## src/rtl/fmul_pipe.sv

```systemverilog
// fmul_pipe: three-stage pipelined floating-point multiplier with valid/ready
// flow control, inf/NaN handling, and overflow/underflow saturation with flags.
// Stages: S1 unpack/classify/exponent sum, S2 mantissa product,
// S3 normalise/round/special-case select into the output register.
// Optional feature macro: FMUL_PIPE_RNE_EN (round-to-nearest-even); when it
// is not defined the mantissa is truncated (round toward zero).
// Denormal inputs are treated as zero, and no denormal results are produced.
module fmul_pipe #(
    parameter int EXP_W = 8,
    parameter int MAN_W = 23,
    parameter int BIAS  = 127,
    localparam int W    = 1 + EXP_W + MAN_W
) (
    input  logic         clk,
    input  logic         rstn,
    input  logic         in_valid,
    output logic         in_ready,
    input  logic [W-1:0] x1,
    input  logic [W-1:0] x2,
    output logic         out_valid,
    input  logic         out_ready,
    output logic [W-1:0] y,
    output logic         ovf,
    output logic         unf
);

    // Two guard bits above the exponent field let the sum, the normalise
    // increment and the rounding carry all be held without wrapping.
    localparam int EA_W = EXP_W + 2;
    localparam int PW   = 2 * (MAN_W + 1);
    localparam logic signed [EA_W-1:0] E_MAX = EA_W'(2**EXP_W - 1);
    localparam logic [W-1:0] QNAN = {1'b0, {EXP_W{1'b1}}, 1'b1, {(MAN_W-1){1'b0}}};

    // Every stage shifts together; a stalled output freezes the whole pipe.
    logic adv;
    logic out_valid_q;
    assign adv      = !out_valid_q || out_ready;
    assign in_ready = adv;

    // ---------------- S1: unpack and classify ----------------
    logic [EXP_W-1:0] ea_in, eb_in;
    logic [MAN_W-1:0] ma_in, mb_in;
    logic             zero_a, zero_b, inf_a, inf_b, nan_a, nan_b;
    logic             sy1_d, nan1_d, inf1_d, zero1_d;
    logic [EA_W-1:0]  ea1_d;

    assign ea_in  = x1[W-2 -: EXP_W];
    assign eb_in  = x2[W-2 -: EXP_W];
    assign ma_in  = x1[MAN_W-1:0];
    assign mb_in  = x2[MAN_W-1:0];
    assign zero_a = (ea_in == '0);
    assign zero_b = (eb_in == '0);
    assign inf_a  = (ea_in == '1) && (ma_in == '0);
    assign inf_b  = (eb_in == '1) && (mb_in == '0);
    assign nan_a  = (ea_in == '1) && (ma_in != '0);
    assign nan_b  = (eb_in == '1) && (mb_in != '0);

    // inf*zero has no meaningful value, so it is folded into the NaN class.
    assign sy1_d   = x1[W-1] ^ x2[W-1];
    assign nan1_d  = nan_a || nan_b || (inf_a && zero_b) || (inf_b && zero_a);
    assign inf1_d  = inf_a || inf_b;
    assign zero1_d = zero_a || zero_b;
    assign ea1_d   = EA_W'(ea_in) + EA_W'(eb_in) - EA_W'(BIAS);

    logic             v1_q, sy1_q, nan1_q, inf1_q, zero1_q;
    logic [EA_W-1:0]  ea1_q;
    logic [MAN_W-1:0] ma1_q, mb1_q;

    // S1 register: capture classified operands when the pipe advances.
    always_ff @(posedge clk or negedge rstn) begin
        if (!rstn) begin
            v1_q    <= 1'b0;
            sy1_q   <= 1'b0;
            nan1_q  <= 1'b0;
            inf1_q  <= 1'b0;
            zero1_q <= 1'b0;
            ea1_q   <= '0;
            ma1_q   <= '0;
            mb1_q   <= '0;
        end else if (adv) begin
            v1_q    <= in_valid;
            sy1_q   <= sy1_d;
            nan1_q  <= nan1_d;
            inf1_q  <= inf1_d;
            zero1_q <= zero1_d;
            ea1_q   <= ea1_d;
            ma1_q   <= ma_in;
            mb1_q   <= mb_in;
        end
    end

    // ---------------- S2: full mantissa product ----------------
    logic [PW-1:0] op_a, op_b, p2_d;
    assign op_a = PW'({1'b1, ma1_q});
    assign op_b = PW'({1'b1, mb1_q});
    assign p2_d = op_a * op_b;

    logic            v2_q, sy2_q, nan2_q, inf2_q, zero2_q;
    logic [EA_W-1:0] ea2_q;
    logic [PW-1:0]   p2_q;

    // S2 register: hold the product alongside the forwarded class bits.
    always_ff @(posedge clk or negedge rstn) begin
        if (!rstn) begin
            v2_q    <= 1'b0;
            sy2_q   <= 1'b0;
            nan2_q  <= 1'b0;
            inf2_q  <= 1'b0;
            zero2_q <= 1'b0;
            ea2_q   <= '0;
            p2_q    <= '0;
        end else if (adv) begin
            v2_q    <= v1_q;
            sy2_q   <= sy1_q;
            nan2_q  <= nan1_q;
            inf2_q  <= inf1_q;
            zero2_q <= zero1_q;
            ea2_q   <= ea1_q;
            p2_q    <= p2_d;
        end
    end

    // ---------------- S3: normalise, round, select ----------------
    logic                   hi;
    logic [MAN_W-1:0]       man_n, man_r;
    logic                   carry;
    logic signed [EA_W-1:0] e_n, e_r;
    logic [W-1:0]           y_d;
    logic                   ovf_d, unf_d;
`ifdef FMUL_PIPE_RNE_EN
    logic                   guard, sticky, round_up;
`else
    // Truncation never looks below the kept mantissa bits.
    logic                   unused_low_bits;
    assign unused_low_bits = ^p2_q[PW-3-MAN_W:0];
`endif

    // Normalise the product, apply rounding, then resolve special cases.
    always_comb begin
        hi    = p2_q[PW-1];
        man_n = hi ? p2_q[PW-2 -: MAN_W] : p2_q[PW-3 -: MAN_W];
        e_n   = hi ? (ea2_q + EA_W'(1)) : ea2_q;
`ifdef FMUL_PIPE_RNE_EN
        guard    = hi ? p2_q[PW-2-MAN_W] : p2_q[PW-3-MAN_W];
        sticky   = hi ? (|p2_q[PW-3-MAN_W:0]) : (|p2_q[PW-4-MAN_W:0]);
        round_up = guard && (sticky || man_n[0]);
        {carry, man_r} = {1'b0, man_n} + (MAN_W+1)'(round_up);
`else
        carry = 1'b0;
        man_r = man_n;
`endif
        // A rounding carry leaves man_r at zero and bumps the exponent; the
        // overflow test below therefore sees the post-rounding exponent.
        e_r   = e_n + EA_W'(carry);

        y_d   = {sy2_q, e_r[EXP_W-1:0], man_r};
        ovf_d = 1'b0;
        unf_d = 1'b0;
        if (nan2_q) begin
            y_d = QNAN;
        end else if (inf2_q) begin
            y_d = {sy2_q, {EXP_W{1'b1}}, {MAN_W{1'b0}}};
        end else if (zero2_q) begin
            y_d = {sy2_q, {EXP_W{1'b0}}, {MAN_W{1'b0}}};
        end else if (e_r >= E_MAX) begin
            y_d   = {sy2_q, {EXP_W{1'b1}}, {MAN_W{1'b0}}};
            ovf_d = 1'b1;
        end else if (e_r[EA_W-1] || (e_r == '0)) begin
            y_d   = {sy2_q, {EXP_W{1'b0}}, {MAN_W{1'b0}}};
            unf_d = 1'b1;
        end
    end

    logic [W-1:0] y_q;
    logic         ovf_q, unf_q;

    // Output register: loads on advance, so it holds steady while stalled.
    always_ff @(posedge clk or negedge rstn) begin
        if (!rstn) begin
            out_valid_q <= 1'b0;
            y_q         <= '0;
            ovf_q       <= 1'b0;
            unf_q       <= 1'b0;
        end else if (adv) begin
            out_valid_q <= v2_q;
            y_q         <= y_d;
            ovf_q       <= v2_q && ovf_d;
            unf_q       <= v2_q && unf_d;
        end
    end

    assign out_valid = out_valid_q;
    assign y         = y_q;
    assign ovf       = ovf_q;
    assign unf       = unf_q;

endmodule

```

## config.mk

```make
export PLATFORM = sky130hd
export DESIGN_NAME = fmul_pipe
export DESIGN_NICKNAME = d
export VERILOG_FILES = /design/src/rtl/fmul_pipe.sv
export SDC_FILE = /design/constraint.sdc
export NUM_CORES = 2
export LEC_CHECK = 0
export ABC_AREA = 1
export CAP_MARGIN = 30
export CORE_MARGIN = 5
export CORE_UTILIZATION = 55
export DETAILED_ROUTE_END_ITERATION = 8
export HOLD_SLACK_MARGIN = 0.08
export PLACE_DENSITY = 0.76
export SLEW_MARGIN = 0
export SYNTH_ARGS = -nofsm -noshare
export SYNTH_HDL_FRONTEND = slang
export SYNTH_SLANG_ARGS = --single-unit
export TNS_END_PERCENT = 20
```

## constraint.sdc

```tcl
create_clock -name clk -period 6.1 [get_ports clk]
set_clock_uncertainty 0.2 [all_clocks]
set_input_delay 1.22 -clock clk [delete_from_list [all_inputs] [get_ports clk]]
set_output_delay 1.22 -clock clk [all_outputs]
set_load 0.05 [all_outputs]
```

# Yosys cells after proc, flatten, opt, wreduce, memory -nomap -nowiden
# Cells that the tools add are included.
# word_totals
elab_cells,66
regBits,159
rom_bits,0
output_inout_bits,36
mem_count,0
in_bits,68
ramBits,0
latchBits,0
# op_classes
n_bitwise,1
eq_ne,2
muxes,16
magnitude_cmp,1
reduce_logical,23
n_mul,1
div,0
add_sub_neg,3
shifts,0
# op_table
op,n
$mux 31,4
$mul 24x24->48,1
$logic_not 23->1,2
$reduce_bool 23->1,2
$mux 32,1
$mux 23,1
$eq 8x8->1 const B,2
$logic_not 8->1,2
$add 10x1->10 const B,1
$ge 10x9->1 const B,1
$logic_not 10->1,1
$mux 10,1
$sub 9x7->10 const B,1
$add 8x8->9,1
$mux 1,9
$logic_and 1x1->1,8
$logic_or 1x1->1,7
$logic_not 1->1,1
$xor 1x1->1,1

# Depth between registers and ports, before layout
# depth
ltp_word,10
depth_mapped,31
depth_no_buf,29

# Worst setup path before layout
# Ideal clock, no wire load.
# synth_timing
path_kind,reg2reg
startpoint,register mb1_q[3]
endpoint,register p2_q[23]
path_buffers,2
setup_ns,0.130
path_slack_ns,-0.181
required_time_ns,5.770
stages_incl_launch_ff,27
t_arrival_ns,5.951
synth_period_minus_slack_ns,6.281
path_cell_list,dfrtp_1 > clkbuf_1 > clkbuf_1 > nand2_1 > fa_1 > inv_1 > fa_1 > inv_1 > fa_1 > inv_1 > fa_1 > inv_1 > fa_1 > inv_1 > fa_1 > inv_1 > fa_1 > inv_1 > ha_1 > a21o_1 > a21oi_1 > nor2_1 > nor2_1 > nand2_1 > or2_2 > nand3_1 > o21ai_0
# synth_via
elab_chain_cells,1
# synth_lines
item,line,text
from (decl),67,"logic [MAN_W-1:0] ma1_q, mb1_q;"
from (signal assigned),88,mb1_q <= mb_in;
$mul 24x24->48,96,assign p2_d = op_a * op_b;
to (signal assigned),119,p2_q <= p2_d;
to (decl),100,logic [PW-1:0] p2_q;
# Every way passes these cells.
# A chain may end at the register's enable or synchronous reset.

# Final worst setup path
# layout_timing
startpoint,register ma1_q[15]
endpoint,register p2_q[36]
# layout_via
elab_chain_cells,1
# layout_lines
item,line,text
from (decl),67,
from (signal assigned),87,ma1_q <= ma_in;
$mul 24x24->48,96,
# Every way passes these cells.

==> impl_metrics.json <==
{
  "outcome": "complete, but fails checks",
  "violations": "negative setup slack",
  "setup_viol": 25,
  "hold_viol": 0,
  "cts_num_sinks": 136,
  "crit_top_cell": "fa_1",
  "dp_cells": 4239,
  "clkLatencyLatePin_ns": 0.46,
  "die_y_microns": 228,
  "fin_util_pct": 67.8,
  "hp-class": "flop to flop",
  "gr-total-overflow": 0,
  "post-place-ws_ns": -0.553,
  "startpoint_type": "flop",
  "numPortBuffers": 103,
  "syn_area_per_cell_sq_um": 7.65,
  "wl_per_cell_microns": 17.6,
  "fmax_mhz": 155,
  "maxSlewViolCount": 0,
  "cts-hold-fix-buffers": 0,
  "numCtsBuffers": 17,
  "synth_compound_gate_area_share_pct": 5.32,
  "ys_seq_elements": 136,
  "async_flop_share_pct": 100,
  "synth_top_family_by_area": "adder cells",
  "cap_violations": 0,
  "syn_nets": 4151,
  "crit_required_ns": 6.24,
  "gp_congestion": 0.991,
  "worst_slew_pin_slew_ns": 0.993,
  "io_pins": 104,
  "routed_via_density": 5.24,
  "grt_usage_pct": 29.1,
  "drt_iter0_markers": 1706,
  "routed_wl_microns": 75700,
  "drive_gt1_share_pct": 15.8,
  "drcViolationCount": 0,
  "synth_ff_type": "dfrtp_1",
  "ys_seq_area_share_pct": 13.0,
  "die_area_sq_um": 52000,
  "num_rows": 79,
  "dr.pass1.iters": 5,
  "yosys_warnings": 0,
  "antenna_found_initial": 1,
  "critPathCaptureType": "flop",
  "dp_hpwl_microns": 60200,
  "cts_tree": "built",
  "min_period_ns": 6.47,
  "cts.reportedPaths.clkPinSlew_ns": 0.07,
  "cp_max_fo": 5,
  "grt_pass1_vias": 23900,
  "ant_nets": 0,
  "layout_commonest_cell": "inv_1",
  "setup_ws_ns": -0.368,
  "muxShareOfSynthArea_pct": 0.555,
  "synth.cell_area_sq_um": 26100,
  "cts_max_level": 4,
  "period_share_pct": 106,
  "worstSetupPathType": "flop to flop",
  "final_cell_mix": "980 x inv_1, 874 x nand2_1, 459 x fa_1, 223 x buf_4, 164 x ha_1",
  "synth_edf_count": 0,
  "yosys.area_share.xor_xnor_pct": 0.570,
  "synthCells": 3416,
  "start_util_pct": 55.9,
  "clk_path_buf_depth": 2,
  "yosysUniqueCellTypes": 44,
  "slew_headroom_pct": 33.8,
  "clockRootBuffer": "clkbuf_16",
  "grt_max_degree": 101,
  "syn2layout_area_growth_pct": 21.2,
  "fin_nets": 4420,
  "critPathMaxStageDelay_ns": 0.53,
  "num_vias": 22500,
  "synth-simple-area-share_pct": 18.2,
  "synth-adder-area-share_pct": 45.8,
  "chipWidth_microns": 228,
  "slowest_stage": "fa_1",
  "critPathArrivalTime_ns": 6.60,
  "rsz0062_at_grt": "yes",
  "final_cells": 4306,
  "core_sq_um": 46800,
  "grt_pass1_wl_microns": 122000
}
==> logic make-up (layout without fill, tap and decap cells) <==
logic type	after synthesis	in the layout
other cells	0	1
flops	136	136
mux	13	13
fa+ha+maj	667	667
compound gates	253	253
simple gates	1182	1182
xor+xnor	17	17
buf+inv	1148	1430
==> state kept, by name, indices dropped and copies added (netlist names), 10 cells and up <==
register	flops
mb1_q	23
y	32
ea2_q	10
p2_q	25
ma1_q	23
ea1_q	10
==> Yosys cell counts, drive strengths merged (2+ instances only) <==
cell type | n | area (sq um)
o21ai | 154 | 816
a31oi | 3 | 18.8
dfrtp | 136 | 3400
nor3 | 13 | 81.3
buf | 10 | 72.6
or2 | 2 | 12.5
clkinv | 2 | 7.51
xor2 | 6 | 52.6
nand2 | 921 | 3480
o21a | 4 | 30.0
a21boi | 4 | 41.3
fa | 482 | 9650
ha | 185 | 2310
a21oi | 72 | 364
inv | 1007 | 3780
xnor2 | 11 | 96.3
clkbuf | 129 | 484
mux2 | 12 | 135
o21bai | 8 | 60.1
a21o | 5 | 37.5
nand3b | 6 | 45.0
nand4 | 27 | 169
nor2 | 125 | 479
nand3 | 77 | 405
nor4 | 10 | 62.6
==> final timing paths <==
path	start	to	slack [ns]	cells past startpoint
min	ea1_q[0]	ea2_q[0]	0.28	2
max reg2reg	ma1_q[15]	p2_q[36]	-0.37	28
min in group asynchronous	rstn	ea1_q[2]	0.54	1
max	ma1_q[15]	p2_q[36]	-0.37	28
min reg2reg	ea1_q[0]	ea2_q[0]	0.28	2
max in group asynchronous	rstn	mb1_q[5]	4.03	2
==> what timing repair did <==
item | in CTS | in global routing
gates cloned | 1 | 1
pin swaps | 82 | 77
endpoints found under the setup margin | 25 | 25
gates resized for setup | 169 | 146
setup buffers | 25 | 7
hold endpoints to repair | 0 | 0
==> per-layer routing <==
metal,GRT usage [%],vias up,wire (microns)
li1,-,10300,-
met1,37.9,11000,29600
met2,47.1,1012,35900
met3,6.89,222,6860
met4,12.6,0,3350
met5,0,-,0
==> metrics by stage <==
stage / area [sq um] / setup TNS, ns / hold slack, ns
after floorplan: 26200 / -0.0263 / 0.242
after global placement: 29700 / -10.11 / 0.252
after detailed placement: 29700 / -10.87 / 0.261
after CTS: 31100 / -5.13 / 0.279
after global routing: 31700 / -11.86 / 0.301
final: 31700 / -6.29 / 0.276
==> worst max-delay path: cells and delay by family, from the launching register on <==
| family | cells | cell delay (ns) |
|---|---|---|
| buffers and inverters | 9 | 0.89 |
| adders and majority gates | 8 | 3.81 |
| and+or+nand+nor | 11 | 1.07 |
| DFF | 1 | 0.36 |
==> layout make-up <==
class                   count  area, sq um
multi-input cells        2132        19300
fillers                  3587        15100
repair buffers            389         3800
inverters                1009         3790
flip-flops and latches    136         3420
well taps                 607          759
clock buffers              18          429
clock inverters            14          136
diodes                      1         2.50
Power is left out: the tool's default activity adds up to more than one toggle a clock period on the data nets, which glitch-free logic cannot reach.
